$ cat src/rtl/ppm_pkg.sv
// ppm_pkg: order codes and default timing/depth shared by the frame scheduler and the PPM transmitter.
package ppm_pkg;
   typedef enum logic [1:0] {
      ORD_IDLE = 2'b00,
      ORD_SOF  = 2'b01,
      ORD_DATA = 2'b10,
      ORD_EOF  = 2'b11
   } order_t;
   localparam int PPM_DEPTH      = 16;
   localparam int PPM_SYM_CYCLES = 128;
   localparam int PPM_EOF_CYCLES = 64;
endpackage

$ cat src/rtl/ppm_byte_fifo.sv
// ppm_byte_fifo: DEPTH x 8 circular byte buffer with write, pop, head and occupancy level.
module ppm_byte_fifo
   import ppm_pkg::*;
#(
   parameter int DEPTH = PPM_DEPTH
) (
   input  logic       clk,
   input  logic       rst,
   input  logic [7:0] wr_data,
   input  logic       wr_en,
   input  logic       pop,
   output logic [7:0] head,
   output logic [4:0] level,
   output logic       full
);
   localparam int AW = DEPTH > 1 ? $clog2(DEPTH) : 1;
   logic [7:0]    mem [DEPTH];
   logic [AW-1:0] wr_ptr, rd_ptr;
   logic [4:0]    count;
   logic          do_wr, do_pop;
   function automatic logic [AW-1:0] inc(input logic [AW-1:0] p);
      return p == AW'(DEPTH - 1) ? '0 : p + 1'b1;
   endfunction
   assign full   = count == 5'(DEPTH);
   assign do_wr  = wr_en && !full;
   assign do_pop = pop && count != 5'd0;
   assign head   = mem[rd_ptr];
   assign level  = count;
   // Storage carries no reset; only pointers and occupancy define validity.
   always_ff @(posedge clk)
      if (do_wr) mem[wr_ptr] <= wr_data;
   always_ff @(posedge clk or negedge rst)
      if (!rst) begin
         wr_ptr <= '0;
         rd_ptr <= '0;
         count  <= '0;
      end else begin
         if (do_wr) wr_ptr <= inc(wr_ptr);
         if (do_pop) rd_ptr <= inc(rd_ptr);
         count <= count + 5'(do_wr) - 5'(do_pop);
      end
endmodule

$ cat src/rtl/ppm_frame_scheduler.sv
// ppm_frame_scheduler: buffers bytes and sequences SOF, 2-bit PPM data symbols and EOF
// commands for the transmitter, one frame per start request.
module ppm_frame_scheduler
   import ppm_pkg::*;
#(
   parameter int DEPTH      = PPM_DEPTH,
   parameter int SYM_CYCLES = PPM_SYM_CYCLES,
   parameter int EOF_CYCLES = PPM_EOF_CYCLES
) (
   input  logic       clk,
   input  logic       rst,
   input  logic [7:0] in_data,
   input  logic       in_valid,
   output logic       in_ready,
   input  logic       start,
   output logic [1:0] order,
   output logic [9:0] clk_count,
   output logic [1:0] bit_count,
   output logic [7:0] tx_byte,
   output logic       busy,
   output logic       frame_done,
   output logic [4:0] level
);
   order_t     state, state_nxt;
   logic [9:0] cnt_nxt;
   logic [1:0] bit_nxt;
   logic [4:0] bytes_left, bytes_left_nxt;
   logic [7:0] head;
   logic       full, load, done_nxt, sym_end, eof_end, last_seg, last_byte;
   ppm_byte_fifo #(.DEPTH(DEPTH)) u_fifo (
      .clk     (clk),
      .rst     (rst),
      .wr_data (in_data),
      .wr_en   (in_valid),
      .pop     (load),
      .head    (head),
      .level   (level),
      .full    (full)
   );
   assign in_ready  = !full;
   assign order     = state;
   assign sym_end   = clk_count == 10'(SYM_CYCLES - 1);
   assign eof_end   = clk_count == 10'(EOF_CYCLES - 1);
   assign last_seg  = bit_count == 2'd3;
   assign last_byte = bytes_left == 5'd1;
   always_ff @(posedge clk or negedge rst)
      if (!rst) begin
         state      <= ORD_IDLE;
         clk_count  <= '0;
         bit_count  <= '0;
         tx_byte    <= '0;
         bytes_left <= '0;
         busy       <= 1'b0;
         frame_done <= 1'b0;
      end else begin
         state      <= state_nxt;
         clk_count  <= cnt_nxt;
         bit_count  <= bit_nxt;
         tx_byte    <= load ? head : tx_byte;
         bytes_left <= bytes_left_nxt;
         busy       <= state_nxt != ORD_IDLE;
         frame_done <= done_nxt;
      end
   always_comb begin
      state_nxt = state;
      unique case (state)
         ORD_IDLE: if (start && level != 5'd0) state_nxt = ORD_SOF;
         ORD_SOF:  if (sym_end) state_nxt = ORD_DATA;
         ORD_DATA: if (sym_end && last_seg && last_byte) state_nxt = ORD_EOF;
         ORD_EOF:  if (eof_end) state_nxt = ORD_IDLE;
      endcase
   end
   // A byte is fetched on SOF exit and after the last segment of every non-final byte.
   always_comb begin
      load           = sym_end && (state == ORD_SOF || (state == ORD_DATA && last_seg && !last_byte));
      done_nxt       = state == ORD_EOF && eof_end;
      cnt_nxt        = (state == ORD_IDLE || state_nxt == ORD_IDLE || (state != ORD_EOF && sym_end))
                       ? 10'd0 : clk_count + 10'd1;
      bit_nxt        = state != ORD_DATA ? 2'd0 : sym_end ? bit_count + 2'd1 : bit_count;
      bytes_left_nxt = state == ORD_IDLE && state_nxt == ORD_SOF ? level
                     : state == ORD_DATA && load ? bytes_left - 5'd1 : bytes_left;
   end
endmodule

$ cat config.mk
export PLATFORM = sky130hd
export DESIGN_NAME = ppm_frame_scheduler
export DESIGN_NICKNAME = d
export VERILOG_FILES = /design/src/rtl/ppm_pkg.sv /design/src/rtl/ppm_byte_fifo.sv /design/src/rtl/ppm_frame_scheduler.sv
export SDC_FILE = /design/constraint.sdc
export NUM_CORES = 1
export LEC_CHECK = 0
export CAP_MARGIN = 0
export CORE_MARGIN = 4
export CORE_UTILIZATION = 40
export DETAILED_ROUTE_END_ITERATION = 10
export SYNTH_ARGS = -nofsm -noshare
export SYNTH_HDL_FRONTEND = slang
export SYNTH_SLANG_ARGS = --single-unit
$ cat constraint.sdc
create_clock -name clk -period 5.4 [get_ports clk]
set_clock_uncertainty 0.2 [all_clocks]
set_input_delay 0.81 -clock clk [delete_from_list [all_inputs] [get_ports clk]]
set_output_delay 0.81 -clock clk [all_outputs]
set_load 0.005 [all_outputs]
Word-level counts from Yosys, hierarchy flattened
Memories as Yosys holds them, arrays and structs flattened. A register that Yosys moved wholly into a read port is not among the register bits.
Index checks and enable logic that the tools add are counted.
{"block": "classes", "addsub": 7, "eq_ne": 13, "n_mux": 14, "reduce_logical": 24}
{"operator": "$logic_and A1 B1 Y1", "n": 12}
{"operator": "$mux W2", "n": 6}
{"operator": "$add A10 B1 Y10 const B", "n": 1}
{"operator": "$eq A10 B6 Y1 const B", "n": 1}
{"operator": "$eq A10 B7 Y1 const B", "n": 1}
{"operator": "$mux W10", "n": 1}
{"operator": "$mux W5", "n": 2}
{"operator": "$add A4 B1 Y4 const B", "n": 2}
{"operator": "$eq A4 B4 Y1 const B", "n": 2}
{"operator": "$mux W4", "n": 2}
{"operator": "$pmux W2 S4", "n": 1}
{"operator": "$eq A2 B2 Y1 const B", "n": 3}
{"operator": "$reduce_bool A2 Y1", "n": 3}
{"operator": "$add A5 B1 Y5", "n": 1}
{"operator": "$eq A5 B1 Y1 const B", "n": 1}
{"operator": "$eq A5 B5 Y1 const B", "n": 1}
{"operator": "$reduce_bool A5 Y1", "n": 1}
{"operator": "$sub A5 B1 Y5", "n": 1}
{"operator": "$sub A5 B1 Y5 const B", "n": 1}
{"operator": "$eq A2 B1 Y1 const B", "n": 2}
{"operator": "$logic_not A2 Y1", "n": 2}
{"operator": "$ne A2 B2 Y1 const B", "n": 2}
{"operator": "$logic_not A1 Y1", "n": 3}
{"operator": "$logic_or A1 B1 Y1", "n": 3}
{"operator": "2 further kinds", "n": 3}
{"block": "totals", "ff_bits": 34, "ramBits": 128, "output_inout_bits": 30, "elab_cells": 68, "n_memories": 1}
{"memory": "u_fifo.mem", "words": 16, "word_bits": 8, "rd": 1, "rd_ports_with_merged_regs": 1, "wr": 1, "line_no": "ppm_byte_fifo.sv:17", "text": "logic [7:0] mem [DEPTH];"}

Longest topological paths before layout
Gate-level depths: netlist of run 1.
{"block": "logic_depth", "word_depth": 9, "depth_mapped": 16}

Hierarchy
Synthesis of run 1 repeated with hierarchy kept, for this count alone.
{"block": "hier_totals", "cells_unflattened": 469, "area_unflattened_um2": 7432.1}
{"module": "ppm_byte_fifo", "instances": 1, "cells_per_inst": 326, "area_each_um2": 5900.7, "seq_area_each_um2": 4169.0}
{"module": "ppm_frame_scheduler", "instances": 1, "cells_per_inst": 143, "area_each_um2": 1531.5, "seq_area_each_um2": 725.7}

Least setup slack after synthesis of run 1
No wires, ideal clock.
{"block": "synth_timing", "kind": "flip-flop to flip-flop", "start": "register clk_count[8]", "end": "register u_fifo.count[4], in the netlist u_fifo.level[4]", "arrival_ns": 2.626, "t_required_ns": 5.075, "path_slack_ns": 2.448, "stages_incl_launch_ff": 16, "n_path_buf": 1, "period_less_slack_ns": 2.952, "path_cell_list": "dfrtp_1 or3_1 buf_6 nor3_4 nand3_4 inv_1 ha_1 inv_1 ha_1 inv_1 fa_1 inv_1 a21oi_1 nor2_1 nor2_1 xnor2_1"}
{"block": "synth_between", "elab_chain_len": 4}
{"element": "start, declared", "line_no": "ppm_frame_scheduler.sv:17", "text": "output logic [9:0] clk_count,"}
{"element": "start signal, assigned", "line_no": "ppm_frame_scheduler.sv:57", "text": "clk_count <= cnt_nxt;"}
{"element": "$eq A10 B7 Y1", "line_no": "ppm_frame_scheduler.sv:42", "text": "assign sym_end = clk_count == 10'(SYM_CYCLES - 1);"}
{"element": "$logic_and A1 B1 Y1", "line_no": "ppm_frame_scheduler.sv:75", "text": "load = sym_end && (state == ORD_SOF || (state == ORD_DATA && last_seg && !last_byte));"}
{"element": "$logic_and A1 B1 Y1", "line_no": "ppm_byte_fifo.sv:26", "text": "assign do_pop = pop && count != 5'd0;"}
{"element": "via u_fifo.do_pop", "line_no": "ppm_byte_fifo.sv:20", "text": "logic do_wr, do_pop;"}
{"element": "$sub A5 B1 Y5", "line_no": "ppm_byte_fifo.sv:40", "text": "count <= count + 5'(do_wr) - 5'(do_pop);"}
{"element": "end signal, assigned", "line_no": "ppm_byte_fifo.sv:40"}
{"element": "end, declared", "line_no": "ppm_byte_fifo.sv:19", "text": "logic [4:0] count;"}
The timed path passes the listed nets, and every way through them passes these cells.
A chain may end at the register's enable or synchronous reset.

Worst setup path after layout of run 1
{"block": "layout_timing", "start": "register bytes_left[1]", "end": "register u_fifo.count[4], in the netlist u_fifo.level[4]"}
{"block": "layout_between", "elab_chain_len": 7}
{"element": "start, declared", "line_no": "ppm_frame_scheduler.sv:27", "text": "logic [4:0] bytes_left, bytes_left_nxt;"}
{"element": "start signal, assigned", "line_no": "ppm_frame_scheduler.sv:60", "text": "bytes_left <= bytes_left_nxt;"}
{"element": "$eq A5 B1 Y1", "line_no": "ppm_frame_scheduler.sv:45", "text": "assign last_byte = bytes_left == 5'd1;"}
{"element": "$logic_not A1 Y1", "line_no": "ppm_frame_scheduler.sv:75"}
{"element": "$logic_and A1 B1 Y1", "line_no": "ppm_frame_scheduler.sv:75"}
{"element": "$logic_or A1 B1 Y1", "line_no": "ppm_frame_scheduler.sv:75"}
{"element": "$logic_and A1 B1 Y1", "line_no": "ppm_frame_scheduler.sv:75"}
{"element": "$logic_and A1 B1 Y1", "line_no": "ppm_byte_fifo.sv:26"}
{"element": "via u_fifo.do_pop", "line_no": "ppm_byte_fifo.sv:20"}
{"element": "$sub A5 B1 Y5", "line_no": "ppm_byte_fifo.sv:40"}
The timed path passes the listed nets, and every way through them passes these cells.

==> results of run 1 <==
-- worst max-delay path, stage by stage (launching register included) --
cell	delay (ns)
dfrtp_1	0.38
inv_1	0.09
ha_1	0.14
nor4b_1	0.43
o22ai_1	0.30
nand3_4	0.19
inv_1	0.06
ha_1	0.26
inv_1	0.06
ha_1	0.15
inv_1	0.05
fa_1	0.39
inv_1	0.07
a21oi_1	0.05
nor2_1	0.11
nor2_1	0.07
xnor2_1	0.12
-- final timing paths --
kind	endpoint	cells past startpoint
setup / recovery	u_fifo.level[4]	16
hold / removal	tx_byte[4]	2
setup reg to reg	u_fifo.level[4]	16
hold reg to reg	tx_byte[4]	2
max in group asynchronous	u_fifo.rd_ptr[0]	1
min in group asynchronous	order[1]	1
-- logic make-up after synthesis --
group                      after synthesis  synth area share
xor gates and xnor gates                18            0.0222
AOI/OAI and AO/OA                       35            0.0323
DFF                                    170             0.691
adders and majority gates               16            0.0293
muxes                                   52             0.130
and+or+nand+nor                        103            0.0740
buffers and inverters                   36            0.0210
-- flip-flops by register name, summed over array words and instances, names as in the netlist, 2 cells and up --
register,count
bit_count,2
tx_byte,8
bytes_left,5
order,2
u_fifo.wr_ptr,4
u_fifo.level,5
clk_count,10
u_fifo.mem,128
u_fifo.rd_ptr,4
-- area by class of cell --
cell class                      count  area (sq um)  area share
Inverter                           19          71.3     0.00859
Sequential cell                   170          4900       0.590
Timing Repair Buffer               44           428      0.0515
Tap cell                          225           282      0.0339
Clock inverter                     14           156      0.0188
Clock buffer                       18           429      0.0517
Multi-Input combinational cell    224          2040       0.246
-- layout by cell type (no fill, tap or decap), types with 2 or more instances in the layout --
cell type        instances
a21o_1                   2
a21oi_1                 11
and2_1                   5
and3_1                   7
and4_1                   3
buf_4                    3
clkbuf_16               17
clkdlybuf4s50_1         40
clkinv_4                 3
dfrtp_1                 40
dfrtp_2                  2
edfxtp_1               128
ha_1                    15
inv_1                   19
inv_6                    3
inv_8                    4
mux2_2                   3
mux2i_1                 17
mux4_2                  32
nand2_1                 25
nand3_1                 12
nand4_1                  3
nor2_1                  29
nor2b_1                  2
nor3_1                   7
nor4_1                   2
o21ai_0                  7
o221ai_1                 8
or3_1                    2
xnor2_1                  9
xor2_1                   9
-- stage by stage --
stage / setup WS (ns) / cells / hold slack (ns)
floorplan: 2.45 / 430 / 0.280
global placement: 2.05 / 682 / 0.293
detailed placement: 1.91 / 682 / 0.299
CTS: 2.13 / 714 / 0.320
global route: 1.88 / 714 / 0.346
finish: 2.17 / 714 / 0.311
-- per-layer routing --
layer	part of all wire	up-vias	GRT usage
met1	0.43	1924	0.191
li1	-	1747	-
met5	0	-	0
met4	0.017	0	0.0551
met3	0.040	15	0.0332
met2	0.51	86	0.250
-- power by group through the flow --
stage / Sequential (mW) / Combinational (mW) / Clock [mW]
floorplan: 1.69 / 0.467 / 0
global placement: 1.75 / 0.663 / 0
detailed placement: 1.76 / 0.683 / 0
CTS: 1.73 / 0.687 / 1.22
global route: 1.75 / 0.749 / 1.27
finish: 1.73 / 0.675 / 1.19
==> metrics.txt, run 1 <==
cell area after synthesis 7090 sq um; Max Clock Freq 0.310 GHz; CTS Sinks 170; min-delay src tx_byte[4]; Worst-path clk slew 0.07 ns; Yosys reg bits 170; worst-path maximum fanout 7; most numerous cell in the Yosys netlist edfxtp_1; Clock Path Buffers 2; crit end category flop; Finished Cell Area 8310 sq um; gr usage total 0.149; Post-synth EDFFs 128; # hold bufs at CTS 0; sequential share of the synthesized area 0.691; CP Data Required Time 5.50 ns; power after layout 3.60 mW; Synth Area per Inst 16.5 sq um; Internal 2.58 mW; final hold violation count 0; largest area contributor in the netlist edfxtp_1; arrival time at the worst endpoint 3.33 ns; Critical path origin bytes_left[1]; Final Util 0.479; asr flop ratio synth 0.247; Post-synth top cells 128 x edfxtp_1, 42 x dfrtp_1, 32 x mux4_2; row count 48; die area 19900 sq um; status finished, final reports clean; Post-CTS Setup Inserts 0; DIE WIDTH 141 um; PwrDens 433 nW/um^2; max-slew violations 0; # setup viols final 0; Comb power frac 0.187; Mapped Cells 430; Initial Utilization 0.408; HPWL after detailed placement 9270 um; antenna fix cells 0; Core Box Area 17400 sq um; P_leak 2.87 nW; final-stage net count 504; Slew headroom 0.156; CTS tree done; Critical R2R Launch bytes_left[1]; global route total overflow 0; layout cells sized above 1 0.151; Final TNS setup 0 ns; antenna violations before repair 0; DR vias 3772; Max Cap Viol 0; CTS H-tree depth 4; FILL cells 1424; Worst Tran Pin Value 1.26 ns; Detail Route Antenna Nets 0; clock power share 0.332; placed inst area 7720 sq um; cts bufs inserted 17; IO buf count 41; maximum vdd drop 0.268 mV; Clk Tree Root Cell clkbuf_16; WL/cell 19.8 um; Area growth syn-to-layout 17.2%; DRC viols 0; most used flip-flop cell after synthesis edfxtp_1; Detailed Routing Iterations Pass 1 4; post-synth top area share 0.542; Final Routed Wirelength 14100 um; first-pass GRT wire length 22200 um; top post-synthesis cells by area edfxtp_1 54%, dfrtp_1 15%, mux4_2 10%; Via density 5.28; vias in the first global route 3848; Yosys warning total 0; final period utilization 0.598; Die Span Y 141 um; post-cts repair resize count 0; sequential power share 0.481; routability-driven placement congestion ratio 0.811; RSZ-0062 raised after global routing no; class of the tightest hold or removal check reg -> reg; synth unique cells 42; startpoint types flop; pin count of the biggest net entering global routing 43; IO Count 42; post-layout min period 3.23 ns; Iter 0 DRT Violations 179; setup slack, reg-to-reg 2.17 ns; sw frac 0.283; WS Path Type reg -> reg; net switching power 1.02 mW; worst skew pair latency 0.42 ns; synthesized net count 458
Power figures use the tool's default switching activity.
==> inputs of run 2 (changes only) <==
clock period = 3.05 ns   (was 5.4 ns; I/O delays follow)
==> run 2 against run 1 <==
Effect of this change:
- setup slack got worse by 2.0 ns
- global-route usage increased by 0.27 points
- sequential power increased by 76%
- via count increased by 1.8%
- count of clock-buffer cells in the layout increased by 2
- fmax increased by 13%
- cell count increased by 2.2%
- non-clock buffer count increased by 16
- cell area increased by 1.1%
- critical endpoint unchanged
==> metrics.txt, run 2 (same netlist as run 1, synthesis figures left out) <==
post-layout min period 2.87 ns; gr usage total 0.152; area of the multi-input gates 2050 sq um; DIE WIDTH 141 um; Inst Count DP 698; maximum vdd drop 0.445 mV; max incr delay on CP 0.42 ns; sw frac 0.276; row count 48; Via density 5.26; highest-count cells in the layout ignoring fill and taps 128 x edfxtp_1, 41 x dfrtp_1, 40 x clkdlybuf4s50_1; WL/cell 19.4 um; status finished, final reports clean; Clock Path Buffers 2; layout cells sized above 1 0.172; vias in the first global route 3975; IO buf count 41; antenna fix cells 0; final hold violation count 0; # setup viols final 0; crit end category flop; die area 19900 sq um; CTS Sinks 170; antenna violations before repair 0; Detailed Routing Iterations Pass 1 4; arrival time at the worst endpoint 2.97 ns; setup slack, reg-to-reg 0.18 ns; RSZ-0062 raised after global routing no; FILL cells 1445; cts bufs inserted 17; sequential power share 0.481; Final Routed Wirelength 14200 um; Max Cap Viol 0; max-slew violations 0; class of the tightest hold or removal check in -> async; first-pass GRT wire length 22500 um; Slew headroom 0.325; Register Area 4900 sq um; net switching power 1.75 mW; most flop-heavy register u_fifo.mem; # hold bufs at CTS 0; Detail Route Antenna Nets 0; worst skew pair latency 0.42 ns; commonest non-fill, non-tap cell in the layout edfxtp_1; Clk Tree Root Cell clkbuf_16; Iter 0 DRT Violations 359; CTS H-tree depth 4; pin count of the biggest net entering global routing 43; Internal 4.58 mW; Comb power frac 0.200; Area growth syn-to-layout 18.5%; HPWL after detailed placement 9590 um; Crit-path slowest cell or3_1; global route total overflow 0; max FFs per register 128; Final TNS setup 0 ns; startpoint types flop; DR vias 3840; Finished Layout Cells 730; Worst-path clk slew 0.06 ns; Max Clock Freq 0.349 GHz; Core Box Area 17400 sq um; WS Path Type reg -> reg; routability-driven placement congestion ratio 0.823; clock power share 0.319; Initial Utilization 0.408; post-route setup slack 0.181 ns; P_leak 2.93 nW; worst-path maximum fanout 4; sequence of cells on the critical path or3_1 > nor3_4 > nand3_4 > inv_1 > ha_1 > inv_1 > ha_1 > inv_1 > fa_1 > inv_1 > a21oi_1 > nor2_1 > nor2_1 > xnor2_1; DRC viols 0; most used cell, CP inv_1; Worst Tran Pin Value 1.01 ns; worst hold margin 0.0102 ns; IO Count 42; Die Span Y 141 um; final-stage net count 520; CP top delay family simple AND/OR/NAND/NOR gates; CP Data Required Time 3.15 ns; Setup Slack @ Placement 0.0807 ns; PwrDens 754 nW/um^2; CTS tree done; Post-CTS Setup Inserts 0; post-cts repair resize count 0; Largest regs u_fifo.mem: 128 flops, clk_count: 10 flops, tx_byte: 8 flops; power after layout 6.33 mW; final period utilization 0.941; Crit path buffers/inverters 4
run 2: cell count changes in the layout (fill, tap and decap cells not counted), sizes merged:
cell	before	now
buf	4	20
clkbuf	18	20
inv	26	24
clkinvlp	1	3
clkinv	5	3
run 2: metal layers:
metal | global-route usage | up-vias | routed length (um)
li1 | - | 1779 | -
met4 | 0.0551 | 0 | 257
met1 | 0.197 | 1941 | 6090
met2 | 0.247 | 98 | 6980
met5 | 0 | - | 0
met3 | 0.0404 | 22 | 848
run 2: layout make-up:
class / instances / share of cell area
timing repair buffer: 60 / 0.0653
tap: 225 / 0.0335
inverter: 19 / 0.00849
clock inverter: 12 / 0.0136
clock buffer: 20 / 0.0520
sequential: 170 / 0.583
multi-input combinational: 224 / 0.244
run 2: metrics by stage:
step / cell area (sq um) / utilization
2_1_floorplan: 7090 / -
4_1_cts: 8390 / 0.483
5_1_grt: 8400 / 0.484
6_report: 8400 / 0.484
3_3_place_gp: 7840 / 0.452
3_5_place_dp: 7840 / 0.452
run 2: worst reg2reg max path: stages, from the launching register on:
cell	delay [ns]
dfrtp_1	0.41
or3_1	0.42
nor3_4	0.29
nand3_4	0.10
inv_1	0.07
ha_1	0.21
inv_1	0.06
ha_1	0.16
inv_1	0.05
fa_1	0.40
inv_1	0.07
a21oi_1	0.05
nor2_1	0.09
nor2_1	0.06
xnor2_1	0.12
run 2: path summary, 6_finish.rpt:
kind,endpoint,start,cells past startpoint
hold / removal,bit_count[1],rst,1
hold reg to reg,tx_byte[4],tx_byte[4],2
setup reg to reg,u_fifo.level[4],clk_count[9],14
setup / recovery,u_fifo.level[4],clk_count[9],14
max in group asynchronous,u_fifo.rd_ptr[0],rst,1
min in group clk,tx_byte[4],tx_byte[4],2
run 2: power by group through the flow:
stage               sequential (mW)  combinational [mW]  clock [mW]
detailed placement             3.09                1.28           0
CTS                            3.05                1.29        2.06
finish                         3.04                1.26        2.02
global route                   3.09                1.41        2.17
global placement               3.07                1.25           0
floorplan                      2.99               0.826           0
==> inputs of run 3 (changes only) <==
clock period = 3.55 ns   (was 3.05 ns; I/O delays follow)
==> run 3 against run 2 <==
Effect of this change:
- global-route usage decreased by 0.58 points
- count of clock-buffer cells in the layout shrank 3
- sequential power down 14%
- worst hold slack improved by 0.066 ns
- fmax is 9.3% lower
- setup slack better by 0.21 ns
- largest power group unchanged
==> metrics.txt, run 3 (same netlist as run 1, synthesis figures left out) <==
Worst Tran Pin Value 0.986 ns; PwrDens 652 nW/um^2; worst-path maximum fanout 8; routability-driven placement congestion ratio 0.799; Initial Utilization 0.408; Final Routed Wirelength 13700 um; CTS H-tree depth 4; vias in the first global route 3922; sequence of cells on the critical path or3_1 > nor3_4 > nand3_4 > inv_1 > ha_1 > inv_1 > ha_1 > inv_1 > fa_1 > inv_1 > a21oi_1 > nor2_1 > nor2_1 > xnor2_1; Slew headroom 0.343; Max Cap Viol 0; Iter 0 DRT Violations 304; CTS Sinks 170; WL/cell 19.0 um; clock power share 0.329; CP Data Required Time 3.65 ns; highest-count cells in the layout ignoring fill and taps 128 x edfxtp_1, 41 x dfrtp_1, 40 x clkdlybuf4s50_1; CP top delay family simple AND/OR/NAND/NOR gates; max incr delay on CP 0.53 ns; antenna violations before repair 0; WS Path Type reg -> reg; antenna fix cells 0; Core Box Area 17400 sq um; most used cell, CP inv_1; Max Clock Freq 0.316 GHz; Post-CTS Setup Inserts 0; Largest regs u_fifo.mem: 128 flops, clk_count: 10 flops, tx_byte: 8 flops; Critical R2R Launch clk_count[8]; max FFs per register 128; Final Util 0.482; IO buf count 41; commonest non-fill, non-tap cell in the layout edfxtp_1; most flop-heavy register u_fifo.mem; cts bufs inserted 17; Crit path buffers/inverters 4; pin count of the biggest net entering global routing 43; final hold violation count 0; sw frac 0.289; maximum vdd drop 0.366 mV; status finished, final reports clean; worst hold margin 0.0758 ns; Die Span Y 141 um; DR vias 3778; row count 48; Clk Tree Root Cell clkbuf_16; final period utilization 0.890; Comb power frac 0.194; Internal 3.89 mW; power after layout 5.46 mW; RSZ-0062 raised after global routing no; post-layout min period 3.16 ns; worst skew pair latency 0.42 ns; global route total overflow 0; Crit-path slowest cell or3_1; # setup viols final 0; DRC viols 0; IO Count 42; worst r2r dst u_fifo.level[4]; Worst-path clk slew 0.07 ns; net switching power 1.58 mW; setup slack, reg-to-reg 0.39 ns; startpoint types flop; Area growth syn-to-layout 18.2%; max-slew violations 0; crit end category flop; arrival time at the worst endpoint 3.27 ns; worst reg-to-reg path cell count 14; layout cells sized above 1 0.164; final-stage net count 510; post-cts repair resize count 0; Final TNS setup 0 ns; class of the tightest hold or removal check in -> async; gr usage total 0.146; die area 19900 sq um; Clock Path Buffers 2; # hold bufs at CTS 0; sequential power share 0.477; Via density 5.25; P_leak 2.91 nW; Detailed Routing Iterations Pass 1 4; first-pass GRT wire length 22000 um; Detail Route Antenna Nets 0; DIE WIDTH 141 um; HPWL after detailed placement 9410 um; CTS tree done
## run 3: cell count changes in the layout (fill, tap and decap cells not counted), sizes merged
cell      delta
clkbuf       -3
clkinvlp     -3
inv          +4
clkinv       +3
buf         -10
bufinv       -1
## run 3: final cells by class
class / instances / area [sq um]
clock buffers: 17 / 425
clock inverters: 15 / 165
fillers: 1440 / 8980
inverters: 19 / 71.3
multi-input cells: 224 / 2050
flip-flops and latches: 170 / 4900
well taps: 225 / 282
repair buffers: 50 / 485
## run 3: power groups by stage
stage	Clock [mW]	Combinational, mW	Sequential (mW)
after floorplan	0	0.710	2.57
final	1.80	1.06	2.61
after global routing	1.95	1.18	2.64
after CTS	1.84	1.08	2.61
after detailed placement	0	1.07	2.65
after global placement	0	1.04	2.63
## run 3: layer usage
| metal | routed length [um] | track usage | vias to the layer above |
|---|---|---|---|
| li1 | - | - | 1764 |
| met3 | 552 | 0.0356 | 5 |
| met5 | 0 | 0 | - |
| met1 | 6100 | 0.190 | 1927 |
| met4 | 78 | 0.0418 | 0 |
| met2 | 6930 | 0.245 | 82 |
## run 3: how the worst max path moves through the flow
stage	start	cells past startpoint	to	slack [ns]
finish	clk_count[8]	14	u_fifo.level[4]	0.39
global route	clk_count[8]	14	u_fifo.level[4]	0.18
CTS	bytes_left[1]	16	u_fifo.level[4]	0.31
detailed placement	bytes_left[1]	16	u_fifo.level[4]	0.33
global placement	bytes_left[1]	16	u_fifo.level[4]	0.37
floorplan	clk_count[8]	15	u_fifo.level[4]	0.60
## run 3: stage by stage
step	cell area, sq um	instances	setup slack, ns
floorplan	7090	430	0.598
global placement	7780	688	0.375
detailed placement	7780	688	0.328
CTS	8370	720	0.309
global route	8370	720	0.179
finish	8370	720	0.389
